## src/rtl/slice_serial_adder.sv

```systemverilog
// slice_serial_adder: multi-cycle adder/subtractor that processes SLICE bits per clock, LSB slice first.
//   Parameters: WIDTH (operand/result width), SLICE (bits per cycle, must divide WIDTH).
//   Ports: clk, rst_n (async active-low); start_valid/start_ready accept a, b, cin, sub;
//          result_valid/result_ready hand off sum, cout, overflow, zero.
//   Optional macro SLICE_SERIAL_ADDER_FLAGS_EN builds the overflow and zero flags; otherwise both read 0.
module slice_serial_adder #(
    parameter int WIDTH = 32,
    parameter int SLICE = 4
) (
    input  logic             clk,
    input  logic             rst_n,
    input  logic             start_valid,
    output logic             start_ready,
    input  logic [WIDTH-1:0] a,
    input  logic [WIDTH-1:0] b,
    input  logic             cin,
    input  logic             sub,
    output logic             result_valid,
    input  logic             result_ready,
    output logic [WIDTH-1:0] sum,
    output logic             cout,
    output logic             overflow,
    output logic             zero
);
    localparam int N  = WIDTH / SLICE;
    localparam int CW = N > 1 ? $clog2(N) : 1;

    if (WIDTH < SLICE || WIDTH % SLICE != 0) begin : g_bad_params
        $error("slice_serial_adder: SLICE must divide WIDTH and WIDTH >= SLICE");
    end

    typedef enum logic [1:0] {IDLE, RUN, DONE} state_t;

    state_t            state_q, state_d;
    logic [CW-1:0]     cnt_q, cnt_d;
    logic              carry_q, carry_d;
    logic [WIDTH-1:0]  a_q, a_d, b_q, b_d, sum_q, sum_d;
    logic              cout_q, cout_d;
    logic [31:0]       off;
    logic [SLICE:0]    slice_res;
    logic              last;

    assign off          = 32'(cnt_q) * 32'(SLICE);
    assign last         = cnt_q == CW'(N - 1);
    assign start_ready  = state_q == IDLE;
    assign result_valid = state_q == DONE;
    assign sum          = sum_q;
    assign cout         = cout_q;

    always_comb begin
        state_d   = state_q;
        cnt_d     = cnt_q;
        carry_d   = carry_q;
        a_d       = a_q;
        b_d       = b_q;
        sum_d     = sum_q;
        cout_d    = cout_q;
        slice_res = {1'b0, a_q[off +: SLICE]} + {1'b0, b_q[off +: SLICE]} + {{SLICE{1'b0}}, carry_q};
        case (state_q)
            IDLE: if (start_valid) begin
                a_d     = a;
                // subtract is a + ~b + cin; the inversion is folded in at capture
                b_d     = b ^ {WIDTH{sub}};
                carry_d = cin;
                cnt_d   = '0;
                state_d = RUN;
            end
            RUN: begin
                sum_d[off +: SLICE] = slice_res[SLICE-1:0];
                carry_d = slice_res[SLICE];
                cnt_d   = last ? '0 : cnt_q + CW'(1);
                if (last) begin
                    cout_d  = slice_res[SLICE];
                    state_d = DONE;
                end
            end
            DONE: if (result_ready) state_d = IDLE;
            default: state_d = IDLE;
        endcase
    end

    always_ff @(posedge clk or negedge rst_n) begin
        if (!rst_n) begin
            state_q <= IDLE;
            cnt_q   <= '0;
            carry_q <= 1'b0;
            a_q     <= '0;
            b_q     <= '0;
            sum_q   <= '0;
            cout_q  <= 1'b0;
        end else begin
            state_q <= state_d;
            cnt_q   <= cnt_d;
            carry_q <= carry_d;
            a_q     <= a_d;
            b_q     <= b_d;
            sum_q   <= sum_d;
            cout_q  <= cout_d;
        end
    end

`ifdef SLICE_SERIAL_ADDER_FLAGS_EN
    logic ovf_q, ovf_d, zero_q, zero_d, msb_cin;

    // carry into the MSB recovered from the MSB sum bit of the final slice
    assign msb_cin = a_q[WIDTH-1] ^ b_q[WIDTH-1] ^ slice_res[SLICE-1];

    always_comb begin
        ovf_d  = ovf_q;
        zero_d = zero_q;
        if (state_q == RUN && last) begin
            ovf_d  = msb_cin ^ slice_res[SLICE];
            zero_d = sum_d == '0;
        end
    end

    always_ff @(posedge clk or negedge rst_n) begin
        if (!rst_n) begin
            ovf_q  <= 1'b0;
            zero_q <= 1'b0;
        end else begin
            ovf_q  <= ovf_d;
            zero_q <= zero_d;
        end
    end

    assign overflow = ovf_q;
    assign zero     = zero_q;
`else
    assign overflow = 1'b0;
    assign zero     = 1'b0;
`endif
endmodule

```

## config.mk

```make
export PLATFORM = sky130hd
export DESIGN_NAME = slice_serial_adder
export DESIGN_NICKNAME = d
export VERILOG_FILES = /design/src/rtl/slice_serial_adder.sv
export SDC_FILE = /design/constraint.sdc
export NUM_CORES = 1
export LEC_CHECK = 0
export CAP_MARGIN = 20
export CORE_AREA = 2 2 148 78
export CTS_BUF_LIST = sky130_fd_sc_hd__clkbuf_2 sky130_fd_sc_hd__clkbuf_4 sky130_fd_sc_hd__clkbuf_8
export CTS_CLUSTER_SIZE = 30
export DETAILED_ROUTE_END_ITERATION = 12
export DIE_AREA = 0 0 150 80
export GPL_ROUTABILITY_DRIVEN = 0
export PLACE_DENSITY = 0.85
export SETUP_SLACK_MARGIN = 0.3
export SYNTH_ARGS = -nofsm -noshare
export SYNTH_HDL_FRONTEND = slang
export SYNTH_SLANG_ARGS = --single-unit
export TNS_END_PERCENT = 1
```

## constraint.sdc

```tcl
create_clock -name clk -period 3.21 [get_ports clk]
set_input_delay 0.8025 -clock clk [delete_from_list [all_inputs] [get_ports clk]]
set_output_delay 0.8025 -clock clk [all_outputs]
set_load 0.01 [all_outputs]
```

==> Word level (Yosys, flattened, before mapping) <==
Cells that the tools add are included.
{ "op_classes": {"addsub": 4, "eq_ne": 6, "shift": 4, "mux": 10, "n_bitwise": 1, "reduce_logical": 6} }
{ "ops": {"columns": ["cell", "count"], "rows": [
  ["$shiftx A32 B6 Y4", 2],
  ["$neg A5 Y34", 1],
  ["$shift A4 B34 Y32 const A", 1],
  ["$shiftx A4 B34 Y32", 1],
  ["$bwmux W32", 1],
  ["$xor A32 B32 Y32", 1],
  ["$mux W2", 3],
  ["$mux W3", 2],
  ["$pmux W2 S3", 1],
  ["$pmux W3 S2", 1],
  ["$reduce_and A2 Y1", 3],
  ["$add A4 B4 Y5", 1],
  ["$add A5 B1 Y5", 1],
  ["$ne A2 B2 Y1 const B", 2],
  ["$add A3 B1 Y3 const B", 1],
  ["$eq A3 B3 Y1 const B", 1],
  ["$reduce_and A3 Y1", 1],
  ["$eq A2 B1 Y1 const B", 1],
  ["$eq A2 B2 Y1 const B", 1],
  ["$logic_not A2 Y1", 1],
  ["$ne A2 B1 Y1 const B", 1],
  ["$pmux W1 S2", 1],
  ["$reduce_bool A2 Y1", 1],
  ["$mux W1", 1]
]} }
{ "totals": {"register_bits": 103, "inputBits": 70, "output_inout_bits": 37, "word_cells": 38} }

==> Logic depth before layout (Yosys ltp) <==
Gate-level depths: netlist of run 1.
{ "logic_depth": {"depth_word": 5, "depth_mapped": 10, "ltp_nobuf": 8} }

==> Worst setup path before layout of run 1 <==
Ideal clock, no wire load.
{ "synth_timing": {"path_kind": "register to register", "start": "register cnt_q[1]", "end": "register sum_q[22], in the netlist sum[22]", "setup_time_ns": 0.125, "arrival_time_ns": 2.968, "required_ns": 3.085, "path_slack_ns": 0.117, "stages_incl_launch_ff": 11, "n_path_buf": 2, "period_less_slack_ns": 3.093, "cell_sequence": "dfrtp_1 > clkbuf_1 > clkbuf_1 > mux4_2 > nand2_1 > nand2_1 > fa_1 > fa_1 > xor2_1 > and3_1 > mux2_2"} }
{ "synth_between": {"elab_chain_len": 5, "word_cells_on_any_way": 8, "cone_classes": "add/sub (3); shift (4); mux (1)"} }
{ "synth_rtl": {"columns": ["element", "line", "text"], "rows": [
  ["from (decl)", "35", "logic [CW-1:0] cnt_q, cnt_d;"],
  ["from (signal assigned)", "93", "cnt_q <= cnt_d;"],
  ["$shiftx A32 B6 Y4", "58", "slice_res = {1'b0, a_q[off +: SLICE]} + {1'b0, b_q[off +: SLICE]} + {{SLICE{1'b0}}, carry_q};"],
  ["$add A4 B4 Y5", "58", null],
  ["$add A5 B1 Y5", "58", null],
  ["$shiftx A4 B34 Y32", "69", "sum_d[off +: SLICE] = slice_res[SLICE-1:0];"],
  ["$bwmux W32 (*)", "69", null],
  ["to (signal assigned)", "97", "sum_q <= sum_d;"],
  ["to (decl)", "37", "logic [WIDTH-1:0] a_q, a_d, b_q, b_d, sum_q, sum_d;"]
]} }
Every way passes the cells marked *; elsewhere a longest branch is shown, timed or not.
A chain may end at the register's enable or synchronous reset.

==> Final worst setup path of run 1 <==
{ "layout_timing": {"start": "register cnt_q[0]", "end": "register sum_q[6], in the netlist sum[6]"} }
The elaborated chain is that of the path after synthesis.

==> flow_summary.ini, run 1 <==
[routing]
first_pass_iters = 6
vias = 3622
drtIter0Drc = 274
wl_per_cell_um = 17.6
routed_wl_um = 11800
drc = 0
viasPerCell = 5.41
antenna_left = 0

[sta]
maxSlewViolCount = 0
setup_viol = 0
rsz0062_at_grt = true
max_freq_mhz = 352
fin_worst_skew_ns = 0.00825
hold_viol = 0
tightest_slew_ns = 0.865
slew_headroom_pct = 42.3
layout_min_cycle_time_ns = 2.84
min_period_over_period_pct = 88.4
fin_setup_tns_ns = 0

[global_route]
grt_max_degree = 99
grt_pass1_vias = 3577
grt_overflow = 0
antenna_found_initial = 0
grt_usage_pct = 21.1
grt_pass1_wl_um = 19000

[clock_tree]
tritoncts = yes
clock-root-buffer = clkbuf_8
clk_pin_slew_ns = 0.09
cts_sinks = 103
cts.path.max_buffers = 2
cts_inserted_buffers = 9
insertion_delay_ns = 0.37
ctsHtreeMaxLevel = 3

[yosys]
synthCells = 418
ys_seq_area_share_pct = 51.1
yosys.area.top_type = dfrtp_1
synth_top_area_share_pct = 51.1
postSynthAreaPerCell_um2 = 12.1
yosys_warnings = 0
synth_edf_count = 0
synth_top_flop_cell = dfrtp_1
synth-seq-cells = 103
netlist_area_mm2 = 0.00504
synth_cell_types = 42
synth.area.top_cells = dfrtp_1 51%, mux2_2 12%, mux4_2 7.1%
synthArstFlopShare_pct = 100

[power]
power_density_mw_per_mm2 = 1040
p_int_mw = 4.09
ir_drop_uv = 586
power_frac_clock_pct = 12.0
p_leak_nw = 2.72
power_switching_share_pct = 39.6
p_sw_mw = 2.68
finalPower_mw = 6.76
power_frac_seq_pct = 33.3
power_frac_comb_pct = 54.7

[hold_path]
hold_class = in2async

[setup_path]
cp-end-kind = register
worstSetupStartpoint = cnt_q[0]$_DFFE_PN0P_
cp.arrival_ns = 3.09
path_cells = buf_4, mux4_2, nand2_1, nand2_1, fa_2, fa_2, xor2_1, and3_1, mux2_2
max_stage_delay_ns = 0.47
crit_type = reg2reg
reg2reg_setup_slack_ns = 0.37
r2r-start = cnt_q[0]$_DFFE_PN0P_
endpoint = sum[6]$_DFFE_PN0P_
cp.required_ns = 3.47
rr_worst_depth = 9
worst_path_max_delay_cell = mux4_2
r2r-end = sum[6]$_DFFE_PN0P_
worstPathMaxFanout = 7
startpoint_type = register

[floorplanning]
die_x_um = 150
start_util_pct = 47.3
ioPinCount = 107
die_h_um = 80
coreArea_mm2 = 0.0107
dieArea_mm2 = 0.0120
rows = 27

[cells_and_area]
nFillCells = 862
antenna_cells = 0
area_delta_synth_final_pct = 28.8
layout-drive-gt1-share_pct = 21.9
mostFrequentLayoutCell = clkdlybuf4s50_1
final_cell_mix = 102 x clkdlybuf4s50_1, 101 x dfrtp_1, 53 x mux2_2
nNetsFinal = 602

[flow_run]
maxCapViolations = 0

[placed_design]
dp_hpwl_um = 8770
port_buffers = 104

[outcome]
status = complete, no violations
-- logic make-up (layout without fill, tap and decap cells) --
| kind of cell | Yosys count | in the layout | share of synthesized area (%) |
|---|---|---|---|
| xor gates and xnor gates | 34 | 34 | 5.90 |
| and+or+nand+nor | 100 | 100 | 9.40 |
| buffers and inverters | 37 | 142 | 3.10 |
| muxes | 73 | 73 | 20.1 |
| other | 1 | 2 | 0.0743 |
| AOI/OAI and AO/OA | 58 | 58 | 7.09 |
| adders and majority gates | 12 | 12 | 3.27 |
| DFF | 103 | 103 | 51.1 |
-- area by class of cell --
| class | count | area [um2] | area share, % |
|---|---|---|---|
| Sequential cell | 103 | 2580 | 39.7 |
| Multi-Input combinational cell | 279 | 2350 | 36.1 |
| Timing Repair Buffer | 117 | 1160 | 17.9 |
| Tap cell | 145 | 181 | 2.79 |
| Clock buffer | 12 | 146 | 2.25 |
| Clock inverter | 3 | 45.0 | 0.693 |
| Inverter | 10 | 37.5 | 0.578 |
-- Yosys cell counts (2+ instances only) --
cell and instances:
or3b_2 3, xnor2_1 33, and3_1 7, nor3b_1 3
mux2_4 3, buf_2 8, o41ai_1 6, fa_1 2
nor2b_1 2, ha_1 10, a21oi_1 34, nand3_1 5
o21ai_0 3, nor3_1 2, clkbuf_1 14, nand2b_1 2
buf_1 3, mux2_2 53, nor2_1 37, nand2_1 29
and3b_1 2, o32ai_1 2, buf_4 2, o31ai_1 7
or3_1 2, mux4_2 16, nand4_1 2, dfrtp_1 103
inv_1 9, and2_1 2
-- worst max-delay path, delay by kind of cell (launching register included) --
kind	cells	cell delay [ns]
fa+ha+maj	2	0.85
mux	2	0.73
flops	1	0.46
simple gates	3	0.36
xor+xnor	1	0.18
buf+inv	1	0.14
-- repair_timing --
action                                  CTS  global route
pin swaps                                 0             1
endpoints found under the hold margin     0             0
gates resized for setup                   2             7
buffers inserted                          0             5
endpoints found under the setup margin   24            29
hold buffers                              0             0
-- worst min path at each step --
stage / from / to / slack, ns
2_1_floorplan: a_q[10]$_DFFE_PN0P_ / a_q[10]$_DFFE_PN0P_ / 0.48
3_3_place_gp: a_q[11]$_DFFE_PN0P_ / a_q[11]$_DFFE_PN0P_ / 0.49
3_5_place_dp: a_q[31]$_DFFE_PN0P_ / a_q[31]$_DFFE_PN0P_ / 0.49
4_1_cts: rst_n / a_q[21]$_DFFE_PN0P_ / 0.50
5_1_grt: sum[28]$_DFFE_PN0P_ / sum[28]$_DFFE_PN0P_ / 0.53
6_report: rst_n / a_q[21]$_DFFE_PN0P_ / 0.48
-- layer usage --
layer | share of wire, % | up-vias | track usage (%) | routed length (um)
li1 | - | 1669 | - | -
met1 | 50 | 1788 | 31.2 | 5840
met2 | 41 | 152 | 29.6 | 4880
met3 | 7.9 | 13 | 6.91 | 931
met4 | 1.0 | 0 | 5.28 | 121
met5 | 0 | - | 0 | 0
-- power by group through the flow --
stage	Sequential [mW]	Combinational, mW	Clock [mW]
after floorplan	2.18	2.37	0
after global placement	2.25	3.29	0
after detailed placement	2.29	3.45	0
after CTS	2.26	3.49	0.820
after global routing	2.33	4.03	0.878
final	2.25	3.70	0.812
-- stage by stage --
step	utilization (%)	hold WS, ns	instances	worst slack [ns]	cell area, um2
2_1_floorplan	-	0.475	419	0.286	5050
6_report	60.9	0.484	669	0.372	6500
5_1_grt	60.9	0.532	669	0.259	6500
4_1_cts	60.3	0.502	664	0.266	6430
3_5_place_dp	58.4	0.495	649	0.160	6230
3_3_place_gp	58.4	0.485	649	0.256	6230
-- sequential cells by signal (all words and copies together) (netlist names) --
name and flops:
a_q 32, b_q 32, sum 32, cnt_q 3
state_q 2, carry_q 1, cout 1
Power figures use the tool's default switching activity.
==> run 2, diff against run 1 <==
--- a/config.mk
+++ b/config.mk
@@ -14,6 +14,7 @@
 export GPL_ROUTABILITY_DRIVEN = 0
 export PLACE_DENSITY = 0.85
 export SETUP_SLACK_MARGIN = 0.3
+export SLEW_MARGIN = 20
 export SYNTH_ARGS = -nofsm -noshare
 export SYNTH_HDL_FRONTEND = slang
 export SYNTH_SLANG_ARGS = --single-unit
==> results of run 2 <==
No change in the layout: final DEF, timing and power equal those of run 1.
==> run 3, diff against run 2 <==
--- a/config.mk
+++ b/config.mk
@@ -6,11 +6,11 @@
 export NUM_CORES = 1
 export LEC_CHECK = 0
 export CAP_MARGIN = 20
-export CORE_AREA = 2 2 148 78
+export CORE_AREA = 10 10 156 86
 export CTS_BUF_LIST = sky130_fd_sc_hd__clkbuf_2 sky130_fd_sc_hd__clkbuf_4 sky130_fd_sc_hd__clkbuf_8
 export CTS_CLUSTER_SIZE = 30
 export DETAILED_ROUTE_END_ITERATION = 12
-export DIE_AREA = 0 0 150 80
+export DIE_AREA = 0 0 166 96
 export GPL_ROUTABILITY_DRIVEN = 0
 export PLACE_DENSITY = 0.85
 export SETUP_SLACK_MARGIN = 0.3
@@ -18,4 +18,4 @@
 export SYNTH_ARGS = -nofsm -noshare
 export SYNTH_HDL_FRONTEND = slang
 export SYNTH_SLANG_ARGS = --single-unit
-export TNS_END_PERCENT = 1
+export TNS_END_PERCENT = 5
==> flow_summary.ini, run 3 (synthesis results as in run 1) <==
[flow_run]
maxCapViolations = 0

[global_route]
grt_usage_pct = 16.1
grt_pass1_wl_um = 20600
antenna_found_initial = 0
grt_pass1_vias = 3853
grt_overflow = 0
grt_max_degree = 99

[floorplanning]
die_x_um = 166
start_util_pct = 47.1
ioPinCount = 107
coreArea_mm2 = 0.0107
rows = 27
die_h_um = 96
dieArea_mm2 = 0.0159

[clock_tree]
insertion_delay_ns = 0.37
clk_pin_slew_ns = 0.09
tritoncts = yes
cts_inserted_buffers = 9
cts_sinks = 103
ctsHtreeMaxLevel = 3
postCtsHoldBufs = 0
cts.path.max_buffers = 2
clock-root-buffer = clkbuf_8

[cells_and_area]
layout-drive-gt1-share_pct = 20.8
nNetsFinal = 597
antenna_cells = 0
area_delta_synth_final_pct = 28.3
fin_util_pct = 60.5
final_cells = 665
final_cell_mix = 102 x dfrtp_1, 102 x clkdlybuf4s50_1, 53 x mux2_2
design_area_mm2 = 0.00647

[sta]
slew_headroom_pct = 43.0
rsz0062_at_grt = true
min_period_over_period_pct = 87.5
setup_slack_ns = 0.401
tightest_slew_ns = 0.855
setup_viol = 0
maxSlewViolCount = 0
layout_min_cycle_time_ns = 2.81
max_freq_mhz = 356
hold_viol = 0
fin_setup_tns_ns = 0
timing.hold.ws_ns = 0.461
fin_worst_skew_ns = 0.0102

[setup_path]
max_stage_delay_ns = 0.55
path_cells = buf_8, inv_1, ha_1, ha_1, or3b_2, or4_4, mux2_4
cp-end-kind = register
cp.depth = 7
path_buf_inv = 2
rr_worst_depth = 7
worstPathMaxFanout = 25
r2r-start = cnt_q[0]$_DFFE_PN0P_
reg2reg_setup_slack_ns = 0.40
r2r-end = sum[0]$_DFFE_PN0P_
startpoint_type = register
critPathMostFrequentCell = ha_1
worst_path_max_delay_cell = or3b_2
cp.required_ns = 3.47
cp.arrival_ns = 3.07
crit_type = reg2reg
cp_top_family = simple AND/OR/NAND/NOR gates

[power]
ir_drop_uv = 602
p_int_mw = 4.11
p_leak_nw = 2.71
finalPower_mw = 6.77
p_sw_mw = 2.66
power_switching_share_pct = 39.3
power_frac_seq_pct = 33.1
power_density_mw_per_mm2 = 1050
power_frac_comb_pct = 53.6
power_frac_clock_pct = 13.3

[routing]
first_pass_iters = 5
vias = 3613
viasPerCell = 5.43
antenna_left = 0
drtIter0Drc = 450
drc = 0
routed_wl_um = 12500
wl_per_cell_um = 18.9

[placed_design]
dp_slack_ns = 0.210
placed_area_mm2 = 0.00622
port_buffers = 104
place_inst = 649
dp_hpwl_um = 9630

[hold_path]
hold_class = in2async

[outcome]
status = complete, no violations
-- run 3: layer usage --
layer  vias to the layer above  track usage [%]  part of all wire, %  wire length (um)
met5                         -                0                    0                 0
met4                         0             3.30                 0.76                95
met3                        10             6.88                   11              1330
met2                       163             22.7                   41              5180
met1                      1777             22.6                   47              5950
li1                       1663                -                    -                 -
-- run 3: timing repair --
| action | 4_1_cts | 5_1_grt |
|---|---|---|
| buffers inserted | 0 | 0 |
| endpoints found under the setup margin | 15 | 17 |
| resized for setup | 2 | 5 |
-- run 3: worst max-delay path by stage --
stage / slack, ns / from / to
2_1_floorplan: 0.29 / cnt_q[0]$_DFFE_PN0P_ / sum[1]$_DFFE_PN0P_
3_3_place_gp: 0.30 / cnt_q[0]$_DFFE_PN0P_ / sum[0]$_DFFE_PN0P_
3_5_place_dp: 0.21 / cnt_q[0]$_DFFE_PN0P_ / sum[0]$_DFFE_PN0P_
4_1_cts: 0.34 / cnt_q[0]$_DFFE_PN0P_ / sum[26]$_DFFE_PN0P_
5_1_grt: 0.25 / cnt_q[0]$_DFFE_PN0P_ / sum[11]$_DFFE_PN0P_
6_report: 0.40 / cnt_q[0]$_DFFE_PN0P_ / sum[0]$_DFFE_PN0P_
-- run 3: power by group through the flow --
stage | registers [mW] | clock network (mW) | logic [mW]
6_report | 2.24 | 0.903 | 3.63
3_3_place_gp | 2.23 | 0 | 3.33
4_1_cts | 2.24 | 0.919 | 3.53
5_1_grt | 2.32 | 0.979 | 3.97
3_5_place_dp | 2.26 | 0 | 3.49
2_1_floorplan | 2.18 | 0 | 2.37
-- run 3: worst reg2reg max path, cell delays in order, from the launching register on --
cell     delay, ns
dfrtp_2       0.48
buf_8         0.24
inv_1         0.10
ha_1          0.20
ha_1          0.32
or3b_2        0.55
or4_4         0.49
mux2_4        0.32
-- run 3: layout make-up --
type                            count  area, um2
Clock buffer                       11        145
Clock inverter                      5       81.3
Fill cell                         816       4240
Inverter                           10       37.5
Multi-Input combinational cell    279       2340
Sequential cell                   103       2580
Tap cell                          145        181
Timing Repair Buffer              112       1110
